### src/rtl/uart_pkg.sv
// Shared types and constants for the UART loopback transmit path.
package uart_pkg;

  localparam int unsigned UART_BYTE_W = 8;

  typedef enum logic [2:0] {
    StIdle   = 3'd0,
    StRead   = 3'd1,
    StFetch  = 3'd2,
    StWaitTx = 3'd3,
    StGap    = 3'd4
  } send_state_e;

endpackage

### src/rtl/uart_send_ctrl.sv
// Transmit sequencer: drains data_length bytes from the byte FIFO into uart_tx,
// one byte per tx_done, with optional idle gap between bytes.
module uart_send_ctrl
  import uart_pkg::*;
#(
  parameter logic [15:0] GAP_CYCLES = 16'd0,
  parameter int unsigned LEN_W      = 16
) (
  input  logic                   clk,
  input  logic                   reset_n,
  input  logic                   tx_en,
  input  logic [LEN_W-1:0]       data_length,
  input  logic                   fifo_empty,
  input  logic [UART_BYTE_W-1:0] fifo_rdata,
  output logic                   fifo_rd_en,
  output logic [UART_BYTE_W-1:0] tx_data,
  output logic                   send_go,
  input  logic                   tx_done,
  output logic                   busy,
  output logic                   send_done,
  output logic                   overrun
);

  send_state_e              state_q, state_d;
  logic [LEN_W-1:0]         remaining_q, remaining_d;
  logic [15:0]              gap_cnt_q, gap_cnt_d;
  logic [UART_BYTE_W-1:0]   tx_data_q, tx_data_d;
  logic                     send_go_q, send_go_d;
  logic                     busy_q, busy_d;
  logic                     send_done_q, send_done_d;
  logic                     overrun_q, overrun_d;

  always_comb begin
    state_d     = state_q;
    remaining_d = remaining_q;
    gap_cnt_d   = gap_cnt_q;
    tx_data_d   = tx_data_q;
    send_go_d   = 1'b0;
    busy_d      = busy_q;
    send_done_d = 1'b0;
    overrun_d   = overrun_q;

    // A start request outside IDLE is dropped; the burst in flight continues.
    if (tx_en && (state_q != StIdle)) begin
      overrun_d = 1'b1;
    end

    unique case (state_q)
      StIdle: begin
        if (tx_en) begin
          if (data_length != '0) begin
            remaining_d = data_length;
            busy_d      = 1'b1;
            state_d     = StRead;
          end else begin
            send_done_d = 1'b1;
          end
        end
      end
      StRead: begin
        if (!fifo_empty) begin
          state_d = StFetch;
        end
      end
      StFetch: begin
        tx_data_d = fifo_rdata;
        send_go_d = 1'b1;
        state_d   = StWaitTx;
      end
      StWaitTx: begin
        if (tx_done) begin
          if (remaining_q != '0) begin
            remaining_d = remaining_q - LEN_W'(1);
          end
          if (remaining_q <= LEN_W'(1)) begin
            busy_d      = 1'b0;
            send_done_d = 1'b1;
            state_d     = StIdle;
          end else if (GAP_CYCLES == 16'd0) begin
            state_d = StRead;
          end else begin
            // GAP lasts exactly GAP_CYCLES clocks including its first one.
            gap_cnt_d = GAP_CYCLES - 16'd1;
            state_d   = StGap;
          end
        end
      end
      StGap: begin
        if (gap_cnt_q == 16'd0) begin
          state_d = StRead;
        end else begin
          gap_cnt_d = gap_cnt_q - 16'd1;
        end
      end
      default: begin
        state_d = StIdle;
      end
    endcase
  end

  always_ff @(posedge clk or negedge reset_n) begin
    if (!reset_n) begin
      state_q     <= StIdle;
      remaining_q <= '0;
      gap_cnt_q   <= 16'd0;
      tx_data_q   <= '0;
      send_go_q   <= 1'b0;
      busy_q      <= 1'b0;
      send_done_q <= 1'b0;
      overrun_q   <= 1'b0;
    end else begin
      state_q     <= state_d;
      remaining_q <= remaining_d;
      gap_cnt_q   <= gap_cnt_d;
      tx_data_q   <= tx_data_d;
      send_go_q   <= send_go_d;
      busy_q      <= busy_d;
      send_done_q <= send_done_d;
      overrun_q   <= overrun_d;
    end
  end

  assign fifo_rd_en = (state_q == StRead) && !fifo_empty;
  assign tx_data    = tx_data_q;
  assign send_go    = send_go_q;
  assign busy       = busy_q;
  assign send_done  = send_done_q;
  assign overrun    = overrun_q;

endmodule

### config.mk
export PLATFORM = sky130hd
export DESIGN_NAME = uart_send_ctrl
export DESIGN_NICKNAME = d
export VERILOG_FILES = /design/src/rtl/uart_pkg.sv /design/src/rtl/uart_send_ctrl.sv
export SDC_FILE = /design/constraint.sdc
export NUM_CORES = 1
export LEC_CHECK = 0
export BUFFER_PORTS_ARGS = -buffer_cell sky130_fd_sc_hd__buf_2
export CORE_ASPECT_RATIO = 1.4
export CORE_UTILIZATION = 53
export CTS_CLUSTER_SIZE = 25
export DETAILED_ROUTE_END_ITERATION = 8
export PLACE_DENSITY = 0.79
export REMOVE_ABC_BUFFERS = 1
export SYNTH_ARGS = -nofsm -noshare
export SYNTH_HDL_FRONTEND = slang
export SYNTH_SLANG_ARGS = --single-unit
### constraint.sdc
create_clock -name clk -period 2.52 [get_ports clk]
set_input_delay 0.126 -clock clk [delete_from_list [all_inputs] [get_ports clk]]
set_output_delay 0.126 -clock clk [all_outputs]
set_load 0.03 [all_outputs]
# Word level (Yosys, flattened, before mapping)
# Index checks and enable logic that the tools add are counted.
# op_classes
addsub,2
order_cmp,1
bitwise_logic,1
n_reduce_logical,13
n_eq_ne,11
muxes,23
# ops
operator,count
$mux W16,4
$pmux W16 S2,1
$reduce_bool A16 Y1,2
$sub A16 B1 Y16 const B,2
$le A16 B1 Y1 const B,1
$logic_not A16 Y1,1
$mux W3,5
$pmux W3 S5,1
$reduce_and A5 Y1,3
$ne A2 B2 Y1 const B,7
$mux W1,10
$eq A3 B2 Y1 const B,2
$pmux W1 S2,2
$eq A3 B1 Y1 const B,1
$eq A3 B3 Y1 const B,1
$logic_not A3 Y1,1
$reduce_bool A3 Y1,1
$logic_and A1 B1 Y1,2
$reduce_and A2 Y1,1
$reduce_bool A2 Y1,1
$logic_not A1 Y1,1
$not A1 Y1,1
# totals
ff_bits,47
wordCells,59
in_bits,29
output_inout_bits,13

# Longest topological paths before layout
# depth
depth_word,4
depth_mapped,9
mapped_depth_nobuf,7

# Worst setup path before layout
# OpenSTA, ideal clock, no wires.
# synth_path
path_type,register to register
startpoint,reg state_q[0]
endpoint,reg remaining_q[15]
setup_time_ns,0.121
setup_slack_ns,0.616
path_buffers,2
t_required_ns,2.399
period_less_slack_ns,1.904
stages_incl_launch_ff,10
arrival_time_ns,1.783
path_cell_list,dfrtp_1 inv_1 ha_1 nor2b_1 a211oi_2 o21ai_2 or2_1 buf_6 buf_6 o22a_1
# synth_between
elab_chain_cells,3
elab_cells_between_ends,9
classes_between,eq/ne (5); mux (1); reduce/logical (3)
# synth_rtl
element,line,rtl
"start, declared",uart_send_ctrl.sv:24,"send_state_e state_q, state_d;"
"start signal, assigned",uart_send_ctrl.sv:103,state_q <= StIdle;
"start signal, assigned",uart_send_ctrl.sv:112,state_q <= state_d;
$eq A3 B2 Y1 or $logic_not A3 Y1 (tied branches),uart_send_ctrl.sv:48,unique case (state_q)
$ne A2 B2 Y1 (no line) or $reduce_bool A2 Y1 (tied branches),n/a,
$reduce_and A5 Y1 (no line),n/a,
"end signal, assigned",uart_send_ctrl.sv:113,remaining_q <= remaining_d;
"end, declared",uart_send_ctrl.sv:25,"logic [LEN_W-1:0] remaining_q, remaining_d;"
# Several ways; a longest one is shown, not always the timed one.
# A chain may end at the register's enable or synchronous reset.

# Worst setup path after layout
# layout_path
startpoint,reg remaining_q[0]
endpoint,reg remaining_q[10]
# layout_between
elab_chain_cells,4
elab_cells_between_ends,7
classes_between,add/sub (1); eq/ne (1); mux (3); reduce/logical (2)
# layout_rtl
element,line,rtl
$sub A16 B1 Y16,uart_send_ctrl.sv:73,remaining_d = remaining_q - LEN_W'(1);
$mux W16,uart_send_ctrl.sv:72,if (remaining_q != '0) begin
$mux W16,uart_send_ctrl.sv:71,if (tx_done) begin
$pmux W16 S2,uart_send_ctrl.sv:48,
# Several ways; a longest one is shown, not always the timed one. The select of a mux whose other input is x is not followed.

==> impl_metrics.csv <==
group,metric,value,unit
outcome,status,"finished clean",
timing,min_period,2.13,ns
logic_synthesis,synth_top_cell_area_share,41.5,%
clocking,h-tree-depth,2,
place,hpwl,3.13,mm
drt,drtPass1Iterations,4,
pwr,clockPowerShare,14.0,%
logic_synthesis,syn-mean-instance-area,9.84,µm²
clocking,clock_path_buffers,2,
logic_synthesis,yosysTopAreaCell,"dfrtp_1",
pwr,peakVddDrop,0.794,mV
drt,ant_nets,0,
pwr,p_comb_share,53.4,%
setup_path,r2r_start,"remaining_q[0]",
layout,area_growth,19.5,%
drt,drt_iter0_markers,25,
clocking,post_cts_resize_count,0,
hold_path,hp-start,"fifo_rdata[3]",
setup_path,required,2.69,ns
pwr,p_int,0.00156,W
setup_path,worstSetupEndpointType,"flop",
logic_synthesis,seq_area_frac_synth,41.5,%
setup_path,cp-start-kind,"flop",
clocking,root_buffer,"clkbuf_8",
hold_path,whs_endpoint,"tx_data[3]",
job,maxCapViolCount,0,
layout,fin_nets,266,
setup_path,critical_path_class,"flop to flop",
logic_synthesis,synth-warning-count,0,
drt,viasPerCell,6.10,
timing,setup_viol,0,
clocking,clk_latency,0.29,ns
setup_path,reg2reg_to,"remaining_q[10]",
pwr,seqPwrFrac,32.6,%
grt,gr-usage-all-layers,26.2,%
floorplan,fp.dieW,51.4,µm
timing,worst_slew_pin_slew,0.663,ns
floorplan,start_util,56.9,%
clocking,clk_pin_slew,0.07,ns
drt,drc,0,
clocking,cts_buffers,5,
setup_path,crit_arrival,2.30,ns
layout,diodes,0,
pwr,switching_power,0.00134,W
grt,overflow,0,
setup_path,r2r_slack,0.39,ns
drt,avgRoutedWirePerCell,15.6,µm
timing,rsz0062_at_grt,"false",
logic_synthesis,synthCells,184,
floorplan,row_count,24,
timing,fmax,0.469,GHz
floorplan,die_height,71.2,µm
pwr,p_leak,0.940,nW
setup_path,crit_fanout,6,
drt,num_vias,1647,
floorplan,die-area,0.00366,mm²
clocking,cts_tree,"built",
timing,hold_viol,0,
floorplan,io_pins,42,
floorplan,core_area,0.00318,mm²
timing,fin_skew,0.00890,ns
place,gp_congestion,0.857,
grt,antenna_found_initial,0,
timing,holdWs,0.0678,ns
timing,fin_crit_sh,84.7,%
hold_path,hold_class,"primary input to flop",
grt,grt_pass1_wl,7.09,mm
pwr,p_per_area,1340,mW/mm²
logic_synthesis,synth_area_leaders,"dfrtp_1 41%, mux2_2 5.6%, ha_1 4.8%",
timing,slew_headroom,55.8,%
grt,grt_max_degree,31,
clocking,cts.sinks,30,
clocking,cts_setup_buffers,0,
logic_synthesis,ys_types,49,
logic_synthesis,ys_seq_elements,30,
timing,setup-tns-final,0,ns
grt,grt_pass1_vias,1627,
hold_path,min_path_cells,2,
pwr,p_sw_share,46.2,%
drt,drt-total-wl,4.22,mm
timing,slew_viol_final,0,
layout,drive_gt1_share,33.3,%
logic_synthesis,netlist_area,0.00181,mm²
place,io_buffers,41,
setup_path,ff2ff_path_depth,7,
power by group through the flow:
stage	clock, W	sequential (W)	combinational (W)
finish	0.000404	0.000945	0.00155
CTS	0.000410	0.000944	0.00154
global placement	0	0.000944	0.00151
detailed placement	0	0.000950	0.00154
global route	0.000429	0.000978	0.00170
floorplan	0	0.00105	0.000962
critical path, cell delays in order, from the launching register on:
cell	delay (ns)
dfrtp_1	0.43
inv_1	0.13
ha_1	0.22
or3b_1	0.42
nor3_2	0.34
a31oi_1	0.14
o31ai_1	0.23
o21ai_1	0.11
routing by layer:
| layer | up-vias | wire length, µm | GRT usage, % | share of wire (%) |
|---|---|---|---|---|
| li1 | 783 | - | - | - |
| met1 | 798 | 1720 | 29.3 | 41 |
| met2 | 50 | 2160 | 43.6 | 51 |
| met3 | 16 | 191 | 6.88 | 4.5 |
| met4 | 0 | 154 | 15.3 | 3.6 |
| met5 | - | 0 | 0 | 0 |
cell usage after synthesis, drive strengths merged:
| cell type | instances |
|---|---|
| o22ai | 2 |
| a41oi | 2 |
| or3b | 1 |
| clkbuf | 5 |
| nor3 | 12 |
| dfrtp | 30 |
| o31a | 1 |
| a31oi | 4 |
| or4 | 2 |
| nand2 | 7 |
| nand3 | 4 |
| a211oi | 3 |
| nor4 | 6 |
| a2111oi | 1 |
| o31ai | 3 |
| o21ai | 19 |
| or2 | 1 |
| nand4b | 1 |
| nor2 | 15 |
| and4 | 1 |
| nor4b | 1 |
| a22oi | 2 |
| nand4 | 2 |
| a32oi | 2 |
| a211o | 1 |
| inv | 11 |
| a21o | 1 |
| o32ai | 2 |
| o22a | 4 |
| and2 | 1 |
| or3 | 1 |
| nor2b | 3 |
| ha | 7 |
| a21oi | 10 |
| buf | 4 |
| mux2 | 9 |
| mux2i | 3 |
cells in the final DEF, fill, tap and decap left out, drive strengths merged, types with 3 or more instances in the layout:
cell	instances
a211oi	3
nor3	12
nor4	6
o22a	4
nand2	7
a21oi	10
o21ai	19
nor2b	3
dfrtp	30
nor2	15
mux2	9
nand3	4
ha	7
inv	11
a31oi	4
buf	47
mux2i	3
o31ai	3
clkbuf	6
sequential cells by signal, summed over array words and instances, names as in the netlist:
name and flops:
send_done 1, busy 1, tx_data 8, send_go 1
remaining_q 16, state_q 2, overrun 1
cells by family after synthesis:
| kind of cell | synth area share [%] |
|---|---|
| mux | 7.26 |
| flops | 41.5 |
| buf+inv | 5.11 |
| simple gates | 20.4 |
| fa+ha+maj | 4.84 |
| compound gates | 20.9 |
area by class of cell:
type                       count  area, µm²
clock inverter                 2       12.5
inverter                      11       41.3
multi-input combinational    134        967
clock buffer                   6       82.6
tap                           39       48.8
timing repair buffer          48        260
fill                         276       1020
sequential                    30        751
worst max path at each step:
| stage | start | to | slack, ns | depth (start not counted) |
|---|---|---|---|---|
| 3_5_place_dp | remaining_q[0] | remaining_q[10] | 0.40 | 7 |
| 3_3_place_gp | remaining_q[0] | remaining_q[10] | 0.42 | 7 |
| 4_1_cts | remaining_q[0] | remaining_q[10] | 0.39 | 7 |
| 2_1_floorplan | state_q[0] | remaining_q[9] | 0.08 | 6 |
| 5_1_grt | remaining_q[0] | remaining_q[10] | 0.19 | 7 |
| 6_report | remaining_q[0] | remaining_q[10] | 0.39 | 7 |
what timing repair did:
action / CTS / global route
hold endpoints to repair: 30 / 0
hold buffers: 1 / 0
setup endpoints to repair: 0 / 0
per-stage QoR:
step	util, %	power (W)	setup slack, ns	instance area (µm²)	instances
2_1_floorplan	-	0.00202	0.0756	1760	175
3_3_place_gp	64.7	0.00246	0.423	2060	261
3_5_place_dp	64.7	0.00249	0.399	2060	261
4_1_cts	68.0	0.00290	0.393	2160	270
5_1_grt	68.0	0.00311	0.186	2160	270
6_report	68.0	0.00290	0.386	2160	270
Power figures use the tool's default switching activity.
